[config.mk]
export PLATFORM = sky130hd
export DESIGN_NAME = pwm_fade_sequencer
export DESIGN_NICKNAME = d
export VERILOG_FILES = /design/src/rtl/pwm_fade_sequencer.sv
export SDC_FILE = /design/constraint.sdc
export NUM_CORES = 1
export LEC_CHECK = 0
export ABC_CLOCK_PERIOD_IN_PS = 6800
export BUFFER_PORTS_ARGS = -buffer_cell sky130_fd_sc_hd__buf_2
export CAP_MARGIN = 10
export CORE_MARGIN = 2
export CORE_UTILIZATION = 30
export CTS_BUF_LIST = sky130_fd_sc_hd__clkbuf_8
export DETAILED_ROUTE_END_ITERATION = 7
export GPL_ROUTABILITY_DRIVEN = 0
export HOLD_SLACK_MARGIN = 0.03
export PLACE_DENSITY = 0.45
export SYNTH_ARGS = -nofsm -noshare
export SYNTH_HDL_FRONTEND = slang
export SYNTH_SLANG_ARGS = --single-unit
[constraint.sdc]
create_clock -name clk_i -period 6.8 [get_ports clk_i]
set_input_delay 0.68 -clock clk_i [delete_from_list [all_inputs] [get_ports clk_i]]
set_output_delay 0.68 -clock clk_i [all_outputs]
set_load 0.01 [all_outputs]
[src/rtl/pwm_fade_sequencer.sv]
// CSR bus master that ramps one PWM duty register from its current value to a
// target in fixed steps, issuing one write per programmable interval.
module pwm_fade_sequencer #(
    parameter int NUM_CHANNELS   = 4,
    parameter int COUNTER_WIDTH  = 16,
    parameter int INTERVAL_WIDTH = 16,
    localparam int CHAN_W = (NUM_CHANNELS > 1) ? $clog2(NUM_CHANNELS) : 1
) (
    input  logic                      clk_i,
    input  logic                      rst_ni,
    input  logic                      cmd_valid_i,
    output logic                      cmd_ready_o,
    input  logic [CHAN_W-1:0]         cmd_chan_i,
    input  logic [COUNTER_WIDTH-1:0]  cmd_target_i,
    input  logic [COUNTER_WIDTH-1:0]  cmd_step_i,
    input  logic [INTERVAL_WIDTH-1:0] cmd_interval_i,
    input  logic                      abort_i,
    output logic                      busy_o,
    output logic                      done_o,
    output logic                      err_o,
    output logic [7:0]                csr_addr_o,
    output logic                      csr_we_o,
    output logic [31:0]               csr_wdata_o,
    input  logic [31:0]               csr_rdata_i
);

    localparam logic [1:0] IDLE  = 2'd0;
    localparam logic [1:0] LOAD  = 2'd1;
    localparam logic [1:0] WAIT  = 2'd2;
    localparam logic [1:0] WRITE = 2'd3;

    localparam logic [7:0]                DUTY_BASE = 8'h10;
    localparam logic [INTERVAL_WIDTH-1:0] CNT_ONE   = INTERVAL_WIDTH'(1);

    logic [1:0]                state_q, state_d;
    logic [CHAN_W-1:0]         chan_q, chan_d;
    logic [COUNTER_WIDTH-1:0]  target_q, target_d;
    logic [COUNTER_WIDTH-1:0]  step_q, step_d;
    logic [COUNTER_WIDTH-1:0]  cur_q, cur_d;
    logic [INTERVAL_WIDTH-1:0] interval_q, interval_d;
    logic [INTERVAL_WIDTH-1:0] cnt_q, cnt_d;
    logic                      done_q, done_d;
    logic                      err_q, err_d;

    logic [COUNTER_WIDTH:0]    sum_ext;
    logic [COUNTER_WIDTH-1:0]  next_val;
    logic [7:0]                duty_addr;
    logic                      chan_legal;

    assign chan_legal  = 32'(cmd_chan_i) < 32'(NUM_CHANNELS);
    assign duty_addr   = DUTY_BASE + (8'(chan_q) << 2);
    assign cmd_ready_o = (state_q == IDLE);
    assign busy_o      = (state_q != IDLE);
    assign done_o      = done_q;
    assign err_o       = err_q;

    // The sum carries one extra bit and the subtraction is guarded, so the
    // ramp saturates at the target instead of wrapping.
    always_comb begin
        sum_ext  = {1'b0, cur_q} + {1'b0, step_q};
        next_val = target_q;
        if (step_q != '0 && cur_q != target_q) begin
            if (cur_q < target_q) begin
                if (sum_ext < {1'b0, target_q}) begin
                    next_val = sum_ext[COUNTER_WIDTH-1:0];
                end
            end else if (step_q <= cur_q && (cur_q - step_q) > target_q) begin
                next_val = cur_q - step_q;
            end
        end
    end

    always_comb begin
        csr_addr_o  = '0;
        csr_we_o    = 1'b0;
        csr_wdata_o = '0;
        case (state_q)
            LOAD: begin
                csr_addr_o = duty_addr;
            end
            WRITE: begin
                csr_addr_o  = duty_addr;
                csr_we_o    = ~abort_i;
                csr_wdata_o = 32'(next_val);
            end
            default: begin
            end
        endcase
    end

    always_comb begin
        state_d    = state_q;
        chan_d     = chan_q;
        target_d   = target_q;
        step_d     = step_q;
        interval_d = interval_q;
        cur_d      = cur_q;
        cnt_d      = cnt_q;
        done_d     = 1'b0;
        err_d      = 1'b0;
        case (state_q)
            IDLE: begin
                if (cmd_valid_i) begin
                    chan_d     = cmd_chan_i;
                    target_d   = cmd_target_i;
                    step_d     = cmd_step_i;
                    interval_d = cmd_interval_i;
                    if (chan_legal) begin
                        state_d = LOAD;
                    end else begin
                        err_d = 1'b1;
                    end
                end
            end
            LOAD: begin
                if (abort_i) begin
                    state_d = IDLE;
                end else begin
                    cur_d   = csr_rdata_i[COUNTER_WIDTH-1:0];
                    cnt_d   = interval_q;
                    state_d = WAIT;
                end
            end
            WAIT: begin
                if (abort_i) begin
                    state_d = IDLE;
                end else if (cnt_q == '0) begin
                    state_d = WRITE;
                end else begin
                    cnt_d = cnt_q - CNT_ONE;
                end
            end
            WRITE: begin
                if (abort_i) begin
                    state_d = IDLE;
                end else begin
                    cur_d = next_val;
                    if (next_val == target_q) begin
                        done_d  = 1'b1;
                        state_d = IDLE;
                    end else begin
                        cnt_d   = interval_q;
                        state_d = WAIT;
                    end
                end
            end
            default: begin
                state_d = IDLE;
            end
        endcase
    end

    always_ff @(posedge clk_i or negedge rst_ni) begin
        if (!rst_ni) begin
            state_q    <= IDLE;
            chan_q     <= '0;
            target_q   <= '0;
            step_q     <= '0;
            interval_q <= '0;
            cur_q      <= '0;
            cnt_q      <= '0;
            done_q     <= 1'b0;
            err_q      <= 1'b0;
        end else begin
            state_q    <= state_d;
            chan_q     <= chan_d;
            target_q   <= target_d;
            step_q     <= step_d;
            interval_q <= interval_d;
            cur_q      <= cur_d;
            cnt_q      <= cnt_d;
            done_q     <= done_d;
            err_q      <= err_d;
        end
    end

    // Only the duty-width slice of the read data is meaningful.
    generate
        if (COUNTER_WIDTH < 32) begin : g_unused_rdata
            logic unused_rdata_hi;
            assign unused_rdata_hi = ^csr_rdata_i[31:COUNTER_WIDTH];
        end
    endgenerate

endmodule

==> results.json <==
{
  "clock_tree.root_cell": "clkbuf_8",
  "yosys.cell_types.count": 80,
  "detailed_place_hpwl_um": 22500,
  "grt_antenna_before_repair": 2,
  "post-synth-top-area-fraction_pct": 26.3,
  "tritoncts": "built",
  "crit_path_start_kind": "flop",
  "setup_slack_on_the_worst_flop_to_flop_path_ps": 620,
  "dieArea_um2": 28300,
  "r2r_start": "cur_q[5]",
  "drt-vias-per-instance": 5.46,
  "synth_async_reset_ratio_pct": 100,
  "multiInputGateArea_um2": 5420,
  "placement.io_buffers": 92,
  "route.detailed.drc": 0,
  "seq_area_um2": 2130,
  "yosys-top-cells-area": "dfrtp_1 (26%), ha_1 (12%), a21oi_1 (5.0%)",
  "grt.overflow.total": 0,
  "insertion_delay_ps": 410,
  "h-tree-depth": 3,
  "timing.final.setup_violations": 0,
  "total_cts_buffers": 9,
  "report.final.slew_viol_count": 0,
  "tightestPinTransition_ps": 940,
  "top_level_ports": 131,
  "post-route-min-period_ps": 6470,
  "fp.dieW_um": 168,
  "timing.clock.skew_ps": 22.8,
  "hold_path.class": "in -> async",
  "rsz0062_at_grt": "no",
  "wirelength_um": 28800,
  "cp_max_fo": 11,
  "post_synth.cell_area_avg_um2": 8.10,
  "kind_of_capture_point_of_the_worst_setup_path": "output pin",
  "post_drt_wl_per_cell_um": 20.2,
  "cp_data_arrival_time_ps": 5790,
  "fmax_mhz": 155,
  "synthCells": 999,
  "layout_cells_sized_above_1_pct": 16.6,
  "worstRegToRegCells": 21,
  "synthesis.area_um2": 8090,
  "dieHeight_um": 168,
  "vias": 7770,
  "status": "finished clean",
  "rows": 60,
  "layout.nets": 1244,
  "ys_ff_latch": 85,
  "max-slew-margin-rel_pct": 37.2,
  "finalHoldViolations": 0,
  "postSynth.topFlopCell": "dfrtp_1",
  "synth_seq_area_share_pct": 26.3,
  "critical_path_class": "reg -> out",
  "first_global_vias": 7565,
  "yosysTopAreaCell": "dfrtp_1",
  "hold_buffers": 0,
  "synth_top_cells_by_count": "nand2_1 (88), dfrtp_1 (85), a21oi_1 (81)",
  "grt_max_degree": 81,
  "area_delta_synth_final_pct": 12.0,
  "cts.sinks": 85,
  "layout_worst_path_cycle_share_pct": 95.1,
  "cap_violations": 0,
  "core_um2": 26700,
  "crit-reg2reg-capture": "cnt_q[10]",
  "grt_use_total_pct": 20.4,
  "first_pass_grt_wire_length_um": 44400,
  "yosys.cell_count.top_type": "nand2_1",
  "drtPass1Iterations": 7,
  "synth_enable_flop_cells": 0,
  "route.antenna.remaining_nets": 0,
  "drt_iter0_markers": 437,
  "nFillCells": 2876,
  "worst_setup_hold_path_clk_slew_ps": 120,
  "buffer_depth_of_the_longest_clock_path": 2,
  "total_number_of_yosys_warnings": 0,
  "initial_core_util_pct": 30.3,
  "required_ps": 6120,
  "setup_tns_ps": 0
}
## sequential cells by signal, summed over array words and instances, names as in the netlist
name	cells
chan_q	2
cnt_q	16
cur_q	16
done_o	1
interval_q	16
state_q	2
step_q	16
target_q	16
## cell families after synthesis
logic type,share of synthesized area (%)
AOI/OAI and AO/OA,26.9
and+or+nand+nor,19.5
buffers and inverters,7.87
DFF,26.3
adders and majority gates,12.9
muxes,4.16
xor gates and xnor gates,2.34
other,0.0464
## timing repair
item	in CTS	in global routing
resized for setup	0	5
setup buffers	0	2
endpoints found under the setup margin	0	14
## how the worst max path moves through the flow
stage / depth (start not counted) / end / from
after global placement: 20 / cnt_q[10] / cur_q[7]
final: 17 / csr_wdata_o[9] / cur_q[5]
after detailed placement: 20 / cnt_q[12] / cur_q[4]
after floorplan: 22 / cnt_q[1] / cur_q[5]
after global routing: 20 / csr_wdata_o[9] / cur_q[7]
after CTS: 17 / csr_wdata_o[2] / cur_q[7]
## cell type report
| class | count | area share (%) |
|---|---|---|
| Multi-Input combinational cell | 799 | 59.8 |
| Clock inverter | 7 | 0.815 |
| Sequential cell | 85 | 23.5 |
| Inverter | 65 | 2.69 |
| Clock buffer | 9 | 1.37 |
| Antenna cell | 1 | 0.0276 |
| Timing Repair Buffer | 116 | 7.10 |
| Tap cell | 341 | 4.71 |
## placed cells by master (no fill, tap or decap), types with 16 or more instances in the layout
cell type	count
buf_4	25
nor2b_1	16
dfrtp_1	84
ha_1	78
nor2_1	70
o21ai_0	78
a211oi_1	17
nand2_1	88
buf_2	91
nand3_1	16
inv_1	65
a21oi_1	80
nor3_1	34
mux2_2	21
conb_1	22
## critical path, stage by stage (launching register included)
cell	delay (ps)
dfrtp_1	470
ha_1	600
o211ai_1	240
o22a_1	260
o211ai_1	210
a2111oi_0	180
nor3_1	390
inv_1	150
ha_1	330
nand3_1	160
or4_1	530
o221ai_1	430
nand3_1	330
nand2_1	140
nand2_1	210
a221oi_1	430
buf_4	190
buf_2	120
## stage by stage
step	instance area [µm²]	util, %	setup slack, ps	instances	hold WS [ps]
6_report	9060	33.9	334	1423	184
5_1_grt	9060	33.9	15.4	1422	203
3_5_place_dp	8830	33.0	612	1404	497
4_1_cts	9030	33.8	168	1420	190
2_1_floorplan	8170	-	1240	1020	384
3_3_place_gp	8830	33.0	595	1404	490
## layer usage
| layer | vias to the layer above | routed length (µm) | global-route usage (%) |
|---|---|---|---|
| met5 | - | 0 | 0 |
| met4 | 0 | 531 | 4.80 |
| met3 | 33 | 1570 | 3.31 |
| met2 | 234 | 13400 | 33.6 |
| met1 | 3687 | 13300 | 27.9 |
| li1 | 3816 | - | - |
Power is not shown: default switching activity piles up to over one toggle a cycle in this logic, so the estimate is an artifact.
